$ cat src/rtl/rf_arb_pkg.sv
// Shared sizing constants and round-robin pointer helper for the register-file
// write arbiter.
package rf_arb_pkg;
    localparam int NREQ = 3;
    localparam int AW   = 5;
    localparam int DW   = 32;
    localparam int PW   = (NREQ > 1) ? $clog2(NREQ) : 1;

    function automatic logic [PW-1:0] rr_next(input logic [PW-1:0] ptr);
        if (ptr == PW'(NREQ - 1)) begin
            return '0;
        end
        return ptr + 1'b1;
    endfunction
endpackage

$ cat src/rtl/rr_arbiter.sv
// Combinational round-robin selector: first valid requester at or after ptr,
// searching upward modulo NREQ; nothing granted while hold is high.
module rr_arbiter
    import rf_arb_pkg::*;
#(
    parameter int N = NREQ
) (
    input  logic [N-1:0]  valid,
    input  logic [PW-1:0] ptr,
    input  logic          hold,
    output logic [N-1:0]  grant,
    output logic [PW-1:0] idx,
    output logic          any
);
    always_comb begin
        grant = '0;
        idx   = '0;
        any   = 1'b0;
        for (int k = 0; k < N; k++) begin
            int c;
            c = int'(ptr) + k;
            if (c >= N) begin
                c = c - N;
            end
            if (!any && !hold && valid[c]) begin
                any      = 1'b1;
                grant[c] = 1'b1;
                idx      = PW'(c);
            end
        end
    end
endmodule

$ cat src/rtl/rf_write_arbiter.sv
// Shares the register-file write port among NREQ writeback requesters with a
// round-robin grant, registered write strobe/address/data and r0 suppression.
module rf_write_arbiter
    import rf_arb_pkg::*;
(
    input  logic                 clk,
    input  logic                 reset,
    input  logic                 hold,
    input  logic [NREQ-1:0]      req_valid,
    input  logic [NREQ*AW-1:0]   req_addr,
    input  logic [NREQ*DW-1:0]   req_data,
    output logic [NREQ-1:0]      req_ready,
    output logic                 ctrl_writeEnable,
    output logic [AW-1:0]        ctrl_writeReg,
    output logic [DW-1:0]        data_writeReg,
    output logic                 busy
);
    logic [PW-1:0] rr_ptr_q, rr_ptr_d;
    logic          we_q, we_d;
    logic [AW-1:0] waddr_q, waddr_d;
    logic [DW-1:0] wdata_q, wdata_d;

    logic [NREQ-1:0] grant;
    logic [PW-1:0]   gidx;
    logic            gany;

    // Reset is folded into hold so no handshake can complete while it is asserted.
    rr_arbiter #(.N(NREQ)) u_rr (
        .valid (req_valid),
        .ptr   (rr_ptr_q),
        .hold  (hold | reset),
        .grant (grant),
        .idx   (gidx),
        .any   (gany)
    );

    always_comb begin
        rr_ptr_d = rr_ptr_q;
        we_d     = 1'b0;
        waddr_d  = waddr_q;
        wdata_d  = wdata_q;
        if (gany) begin
            rr_ptr_d = rr_next(gidx);
            waddr_d  = req_addr[int'(gidx)*AW +: AW];
            wdata_d  = req_data[int'(gidx)*DW +: DW];
            we_d     = (req_addr[int'(gidx)*AW +: AW] != '0);
        end
    end

    always_ff @(posedge clk or posedge reset) begin
        if (reset) begin
            rr_ptr_q <= '0;
            we_q     <= 1'b0;
            waddr_q  <= '0;
            wdata_q  <= '0;
        end else begin
            rr_ptr_q <= rr_ptr_d;
            we_q     <= we_d;
            waddr_q  <= waddr_d;
            wdata_q  <= wdata_d;
        end
    end

    assign req_ready        = grant;
    assign busy             = |(req_valid & ~grant);
    assign ctrl_writeEnable = we_q;
    assign ctrl_writeReg    = waddr_q;
    assign data_writeReg    = wdata_q;
endmodule

$ cat config.mk
export PLATFORM = sky130hd
export DESIGN_NAME = rf_write_arbiter
export DESIGN_NICKNAME = d
export VERILOG_FILES = /design/src/rtl/rf_arb_pkg.sv /design/src/rtl/rr_arbiter.sv /design/src/rtl/rf_write_arbiter.sv
export SDC_FILE = /design/constraint.sdc
export NUM_CORES = 1
export LEC_CHECK = 0
export CORE_AREA = 4 4 86 88
export CTS_CLUSTER_DIAMETER = 120
export DETAILED_ROUTE_END_ITERATION = 8
export DIE_AREA = 0 0 90 92
export PLACE_DENSITY = 0.85
export SLEW_MARGIN = 15
export SYNTH_ARGS = -nofsm -noshare
export SYNTH_HDL_FRONTEND = slang
export SYNTH_HIERARCHICAL = 1
export SYNTH_SLANG_ARGS = --single-unit
$ cat constraint.sdc
create_clock -name clk -period 7.3 [get_ports clk]
set_clock_uncertainty 0.15 [all_clocks]
set_input_delay 0.73 -clock clk [delete_from_list [all_inputs] [get_ports clk]]
set_output_delay 0.73 -clock clk [all_outputs]
set_load 0.02 [all_outputs]
# Word level (Yosys, flattened, before mapping)
# Index checks and enable logic that the tools add are counted.
# Widths: inputs -> output; s select.
classes:
  addsub: 6
  multipliers: 1
  n_lt_le_gt_ge: 9
  n_eq_ne: 1
  shifts: 2
  n_mux: 32
  n_bitwise: 5
  reduce_logical: 13
ops:
  columns: ["operator", "count"]
  rows:
  - ["$ge 32x1->1 const B", 3]
  - ["$lt 32x4->1 const B", 3]
  - ["$mux 32", 3]
  - ["$shiftx 96x8->32", 1]
  - ["$ge 32x3->1 const B", 2]
  - ["$sub 32x3->32 const B", 2]
  - ["$mux 1", 15]
  - ["$shiftx 15x6->5", 1]
  - ["$mux 2", 5]
  - ["$mux 3", 3]
  - ["$logic_and 1x1->1", 8]
  - ["$bmux 1 s2", 3]
  - ["$demux 1 s2", 3]
  - ["$or 3x3->3", 2]
  - ["$mul 2x3->5 const B", 1]
  - ["$reduce_bool 5->1", 1]
  - ["$add 2x1->3 const B", 1]
  - ["$add 2x2->3 const B", 1]
  - ["$and 3x3->3", 1]
  - ["$logic_not 1->1", 3]
  - ["$not 3->3", 1]
  - ["$reduce_or 3->1", 1]
  - ["$sub 2x2->3 const B", 1]
  - ["$add 2x1->2 const B", 1]
  - ["other kinds (3)", 3]
word_totals:
  register_bits: 40
  output_inout_bits: 42
  word_cells: 73

# Logic depth before layout (Yosys ltp)
depth:
  depth_word: 19
  mapped_depth: 12
  mapped_depth_nobuf: 10

# Modules after synthesis
# The synthesis kept the hierarchy.
by_module_without_submodules:
  columns: ["mod", "n_inst", "cells_per_inst", "area_per_inst_um2"]
  rows:
  - ["rf_write_arbiter", 1, 249, 2339.7]
  - ["rr_arbiter", 1, 39, 295.3]

# Worst setup path after synthesis
# No wires, ideal clock.
synth_path:
  kind: "reg2out"
  startpoint: "reg rr_ptr_q[1]"
  endpoint: "out busy"
  arrival_time_ns: 2.487
  required_time_ns: 6.420
  slack_ns: 3.933
  stages_incl_launch_ff: 9
  n_path_buf: 0
  path_cell_list: "dfrtp_1 > inv_1 > ha_1 > mux2_4 > o2bb2ai_2 > or4_1 > a31oi_1 > nand2b_1 > o221ai_1"
synth_via:
  elab_chain_len: 18
synth_rtl:
  columns: ["item", "line", "source"]
  rows:
  - ["from (decl)", "rf_write_arbiter.sv:18", "logic [PW-1:0] rr_ptr_q, rr_ptr_d;"]
  - ["from (signal assigned)", "rf_write_arbiter.sv:57", "rr_ptr_q <= rr_ptr_d;"]
  - ["parallel branches: the longest is 14 deep, another holds $sub 32x3->32", null, null]
  - ["$mux 3 *", "rr_arbiter.sv:25", "if (!any && !hold && valid[c]) begin"]
  - ["named net req_ready[0]", "rf_write_arbiter.sv:12", "output logic [NREQ-1:0] req_ready,"]
  - ["$not 3->3 *", "rf_write_arbiter.sv:65", "assign busy = |(req_valid & ~grant);"]
  - ["$and 3x3->3 *", "rf_write_arbiter.sv:65", null]
  - ["$reduce_or 3->1 *", "rf_write_arbiter.sv:65", null]
  - ["to (decl)", "rf_write_arbiter.sv:16", "output logic busy"]
# Mark *: on every way through the listed nets, which the timed path passes. The select of a mux whose other input is x is not followed.

# Worst setup path after layout
layout_path:
  startpoint: "in req_valid[1]"
  endpoint: "reg we_q (netlist: ctrl_writeEnable)"
layout_via:
  elab_chain_len: 17
layout_rtl:
  columns: ["item", "line", "source"]
  rows:
  - ["from (decl)", "rf_write_arbiter.sv:9", "input logic [NREQ-1:0] req_valid,"]
  - ["$bmux 1 s2", "rr_arbiter.sv:25", null]
  - ["$mux 1 (implied by the code) (2 in series)", "rr_arbiter.sv:25", null]
  - ["$logic_and 1x1->1", "rr_arbiter.sv:25", null]
  - ["$mux 1", "rr_arbiter.sv:25", null]
  - ["$logic_not 1->1", "rr_arbiter.sv:25", null]
  - ["$logic_and 1x1->1 (2 in series)", "rr_arbiter.sv:25", null]
  - ["$mux 1", "rr_arbiter.sv:25", null]
  - ["$logic_not 1->1", "rr_arbiter.sv:25", null]
  - ["$logic_and 1x1->1 (2 in series)", "rr_arbiter.sv:25", null]
  - ["$mux 2 *", "rr_arbiter.sv:25", null]
  - ["named net gidx[0]", "rf_write_arbiter.sv:24", "logic [PW-1:0] gidx;"]
  - ["$mul 2x3->5 *", "rf_write_arbiter.sv:46", "we_d = (req_addr[int'(gidx)*AW +: AW] != '0);"]
  - ["$shiftx 15x6->5 *", "rf_write_arbiter.sv:46", null]
  - ["$reduce_bool 5->1 *", "rf_write_arbiter.sv:46", null]
  - ["$mux 1 *", "rf_write_arbiter.sv:42", "if (gany) begin"]
  - ["named net we_d", "rf_write_arbiter.sv:19", "logic we_q, we_d;"]
  - ["to (signal assigned)", "rf_write_arbiter.sv:58", "we_q <= we_d;"]
  - ["to (decl)", "rf_write_arbiter.sv:19", null]
# The timed path passes the listed nets; every way through them passes the cells marked *. The select of a mux whose other input is x is not followed.
# A chain may end at the register's enable or synchronous reset.

==> out/results.env <==
NETLIST_AREA_UM2=2640
LAYOUT-DRIVE-GT1-SHARE_PCT=5.49
CTS_RESIZED=0
YOSYSSEQAREASHARE_PCT=38.0
SYN_NETS=409
FINAL.MIN_CLOCK_PERIOD_PS=4390
FIRST_GLOBAL_VIAS=2645
TRITONCTS='yes'
SYNTH_LARGEST_AREA_CELL='sky130_fd_sc_hd__dfrtp_1'
SETUP.WORST_PATH.CLASS='in2reg'
ANTENNA_CELLS=0
FILL_CELLS=569
CPPEAKSTAGEDELAY_PS=870
CRITPATHTOPFAMILY='simple AND/OR/NAND/NOR gates'
CP_DATA_ARRIVAL_TIME_PS=4450
P_PER_AREA_nW_PER_UM2=314
YS_DOMINANT_REG_CELL='sky130_fd_sc_hd__dfrtp_1'
SLOWEST_STAGE='sky130_fd_sc_hd__nor2b_4'
SYNTH_TOP_CELLS_BY_COUNT='69 x sky130_fd_sc_hd__nor2_1, 68 x sky130_fd_sc_hd__a21oi_1, 40 x sky130_fd_sc_hd__dfrtp_1'
NUM-NETS-FINAL=557
DIE_X_UM=90
POST_SYNTH_EDFFS=0
FINAL_WIRELENGTH_UM=7840
FMAXACHIEVABLE_MHz=228
CP-END-KIND='flip-flop'
PLACE.DETAILED.HPWL_UM=6110
NUMBER_OF_I_O_PORT_BUFFERS=158
NUMBER_OF_H_TREE_LEVELS=2
STARTPOINT_TYPE='input port'
POSTSYNTHAREAPERCELL_UM2=9.15
NUMBER_OF_SYNTHESIS_WARNINGS=6
GP_ROUTABILITY_CONGESTION=0.899
SLEW_VIOL_FINAL=0
NUM_ROWS=30
P_TOTAL_uW=1330
LAYOUT_WORST_PATH_CYCLE_SHARE_PCT=60.2
YOSYS.AREA.TOP_TYPE_SHARE_PCT=38.0
TRITONCTS.NUM_BUFFERS=5
DRTITER0DRC=88
MAXSLEWHEADROOM_PCT=23.8
CRITICAL_PATH_PEAK_FANOUT=39
FLOORPLAN.INITIALDENSITY_PCT=39.7
CTS_HOLD_REPAIR.BUFFERS=0
SETUP_VIOL=0
ROUTE.ANTENNA.REMAINING_NETS=0
CELL_TYPES_OCCUPYING_THE_MOST_AREA_AFTER_SYNTHESIS='sky130_fd_sc_hd__dfrtp_1 38%, sky130_fd_sc_hd__mux2i_1 15%, sky130_fd_sc_hd__a21oi_1 13%'
CAP_VIOL_MAX_COUNT=0
CP_DATA_REQUIRED_TIME_PS=7360
DETAILEDROUTE.FIRSTPASSITERATIONCOUNT=4
TRACK_USAGE_PCT=18.7
STD_CELL_CORE_AREA_UM2=6640
AVERAGE_VIA_COUNT_PER_STANDARD_CELL=5.07
SETUP_TOTAL_NEGATIVE_SLACK_PS=0
CRIT_PATH_CELL_TRACE='clkdlybuf4s50_1 > mux2_4 > o2bb2ai_2 > or4b_1 > a21oi_4 > nor2b_4 > o2bb2ai_1 > nor4_1 > a21boi_1'
STATUS='finished, final reports clean'
FP.DIEAREA_UM2=8280
NUMCLOCKSINKS=40
WORSTMARGINPINSLEW_PS=1140
NUM_IO_PINS=159
SYNTH.DISTINCT_CELLS=40
ANTENNA_VIOLATIONS_BEFORE_REPAIR=0
RSZ0062_AT_GRT='no'
VIA_COUNT=2621
ASYNCSETRESETFLOPFRACSYNTH_PCT=100
AREA_GROWTH_PCT=60.8
HOLD_VIOL_FINAL=0
TOTAL_GRT_OVERFLOW=0
POST-CTS-SETUP-BUFFERS=0
POST-SYNTH-TOP-COUNT-CELL='sky130_fd_sc_hd__nor2_1'
POST_SYNTH_INST_COUNT=288
ROOT_BUFFER='sky130_fd_sc_hd__clkbuf_8'
WORST_SETUP_HOLD_PATH_CLK_SLEW_PS=70
DRC=0
ROUTE.DETAILED.WL_PER_INST_UM=15.2
HOLD_CLASS='reg2reg'
DIE_SPAN_IN_Y_UM=92
CTS_MAX_PATH_BUFFERS=2
POWER.IR.VDD_WORST_mV=0.174
WORSTSKEWPAIRLATENCY_PS=290
GRT_PASS1_WL_UM=12700
YOSYS_REGISTER_BITS=40
GRT_MAX_DEGREE=41
TOTAL_LEAKAGE_POWER_uW=0.00165
TIMING.CRITICAL_PATH.BUF_INV=1
==> layer usage <==
layer | up-vias | routed length, um | global-route usage [%]
met1 | 1182 | 3070 | 20.9
met2 | 126 | 3820 | 32.8
met3 | 12 | 830 | 7.47
met4 | 0 | 119 | 5.74
met5 | - | 0 | 0
li1 | 1301 | - | -
==> state kept, by name, summed over array words and instances (netlist names) <==
| name | cells |
|---|---|
| ctrl_writeReg | 5 |
| rr_ptr_q | 2 |
| data_writeReg | 32 |
| ctrl_writeEnable | 1 |
==> power breakdown <==
part | internal [uW] | total [uW] | leakage (uW) | switching, uW
clock | 77.1 | 149 | 0.0000455 | 71.8
sequential | 324 | 387 | 0.000446 | 62.1
combinational | 381 | 796 | 0.00116 | 415
total | 782 | 1330 | 0.00165 | 549
==> layout make-up <==
class | instances | area (um2) | share of cell area [%]
Sequential cell | 40 | 1000 | 23.6
Tap cell | 80 | 100 | 2.36
Multi-Input combinational cell | 219 | 1410 | 33.2
Timing Repair Buffer | 161 | 1600 | 37.9
Inverter | 9 | 33.8 | 0.797
Clock buffer | 8 | 90.1 | 2.13
==> final timing paths <==
kind | startpoint | to | slack (ps) | depth (start not counted)
hold reg to reg | ctrl_writeReg[4] | ctrl_writeReg[4] | 360 | 1
min in group asynchronous | reset | data_writeReg[24] | 640 | 2
setup / recovery | req_valid[1] | ctrl_writeEnable | 2910 | 9
max in group asynchronous | reset | ctrl_writeReg[0] | 5680 | 3
setup reg to reg | rr_ptr_q[1] | ctrl_writeEnable | 3040 | 10
hold / removal | ctrl_writeReg[4] | ctrl_writeReg[4] | 360 | 1
==> kinds of logic after synthesis <==
group	synth area share [%]
flops	38.0
simple gates	13.3
mux	18.8
fa+ha+maj	1.90
buf+inv	10.1
compound gates	17.9
==> layout by cell type, fill, tap and decap left out, types with 2 or more instances in the layout <==
cell	netlist	routed
sky130_fd_sc_hd__a21oi_1	68	67
sky130_fd_sc_hd__buf_4	2	3
sky130_fd_sc_hd__clkbuf_1	1	2
sky130_fd_sc_hd__clkbuf_8	2	6
sky130_fd_sc_hd__clkdlybuf4s50_1	0	158
sky130_fd_sc_hd__dfrtp_1	40	40
sky130_fd_sc_hd__ha_1	4	4
sky130_fd_sc_hd__inv_1	9	8
sky130_fd_sc_hd__mux2_2	8	8
sky130_fd_sc_hd__mux2i_1	39	39
sky130_fd_sc_hd__nand2_1	2	2
sky130_fd_sc_hd__nand2b_1	2	2
sky130_fd_sc_hd__nor2_1	69	68
sky130_fd_sc_hd__o21ai_0	2	2
sky130_fd_sc_hd__o2bb2ai_1	4	4
==> through the flow <==
stage	cell area, um2	hold slack, ps	util (%)	setup slack (ps)	cells
floorplan	2640	384	-	3930	288
global placement	4150	345	62.4	2720	509
detailed placement	4150	358	62.4	2580	509
CTS	4240	369	63.8	2900	517
global route	4240	389	63.8	2600	517
finish	4240	361	63.8	2910	517
(Power assumes the default switching activity.)
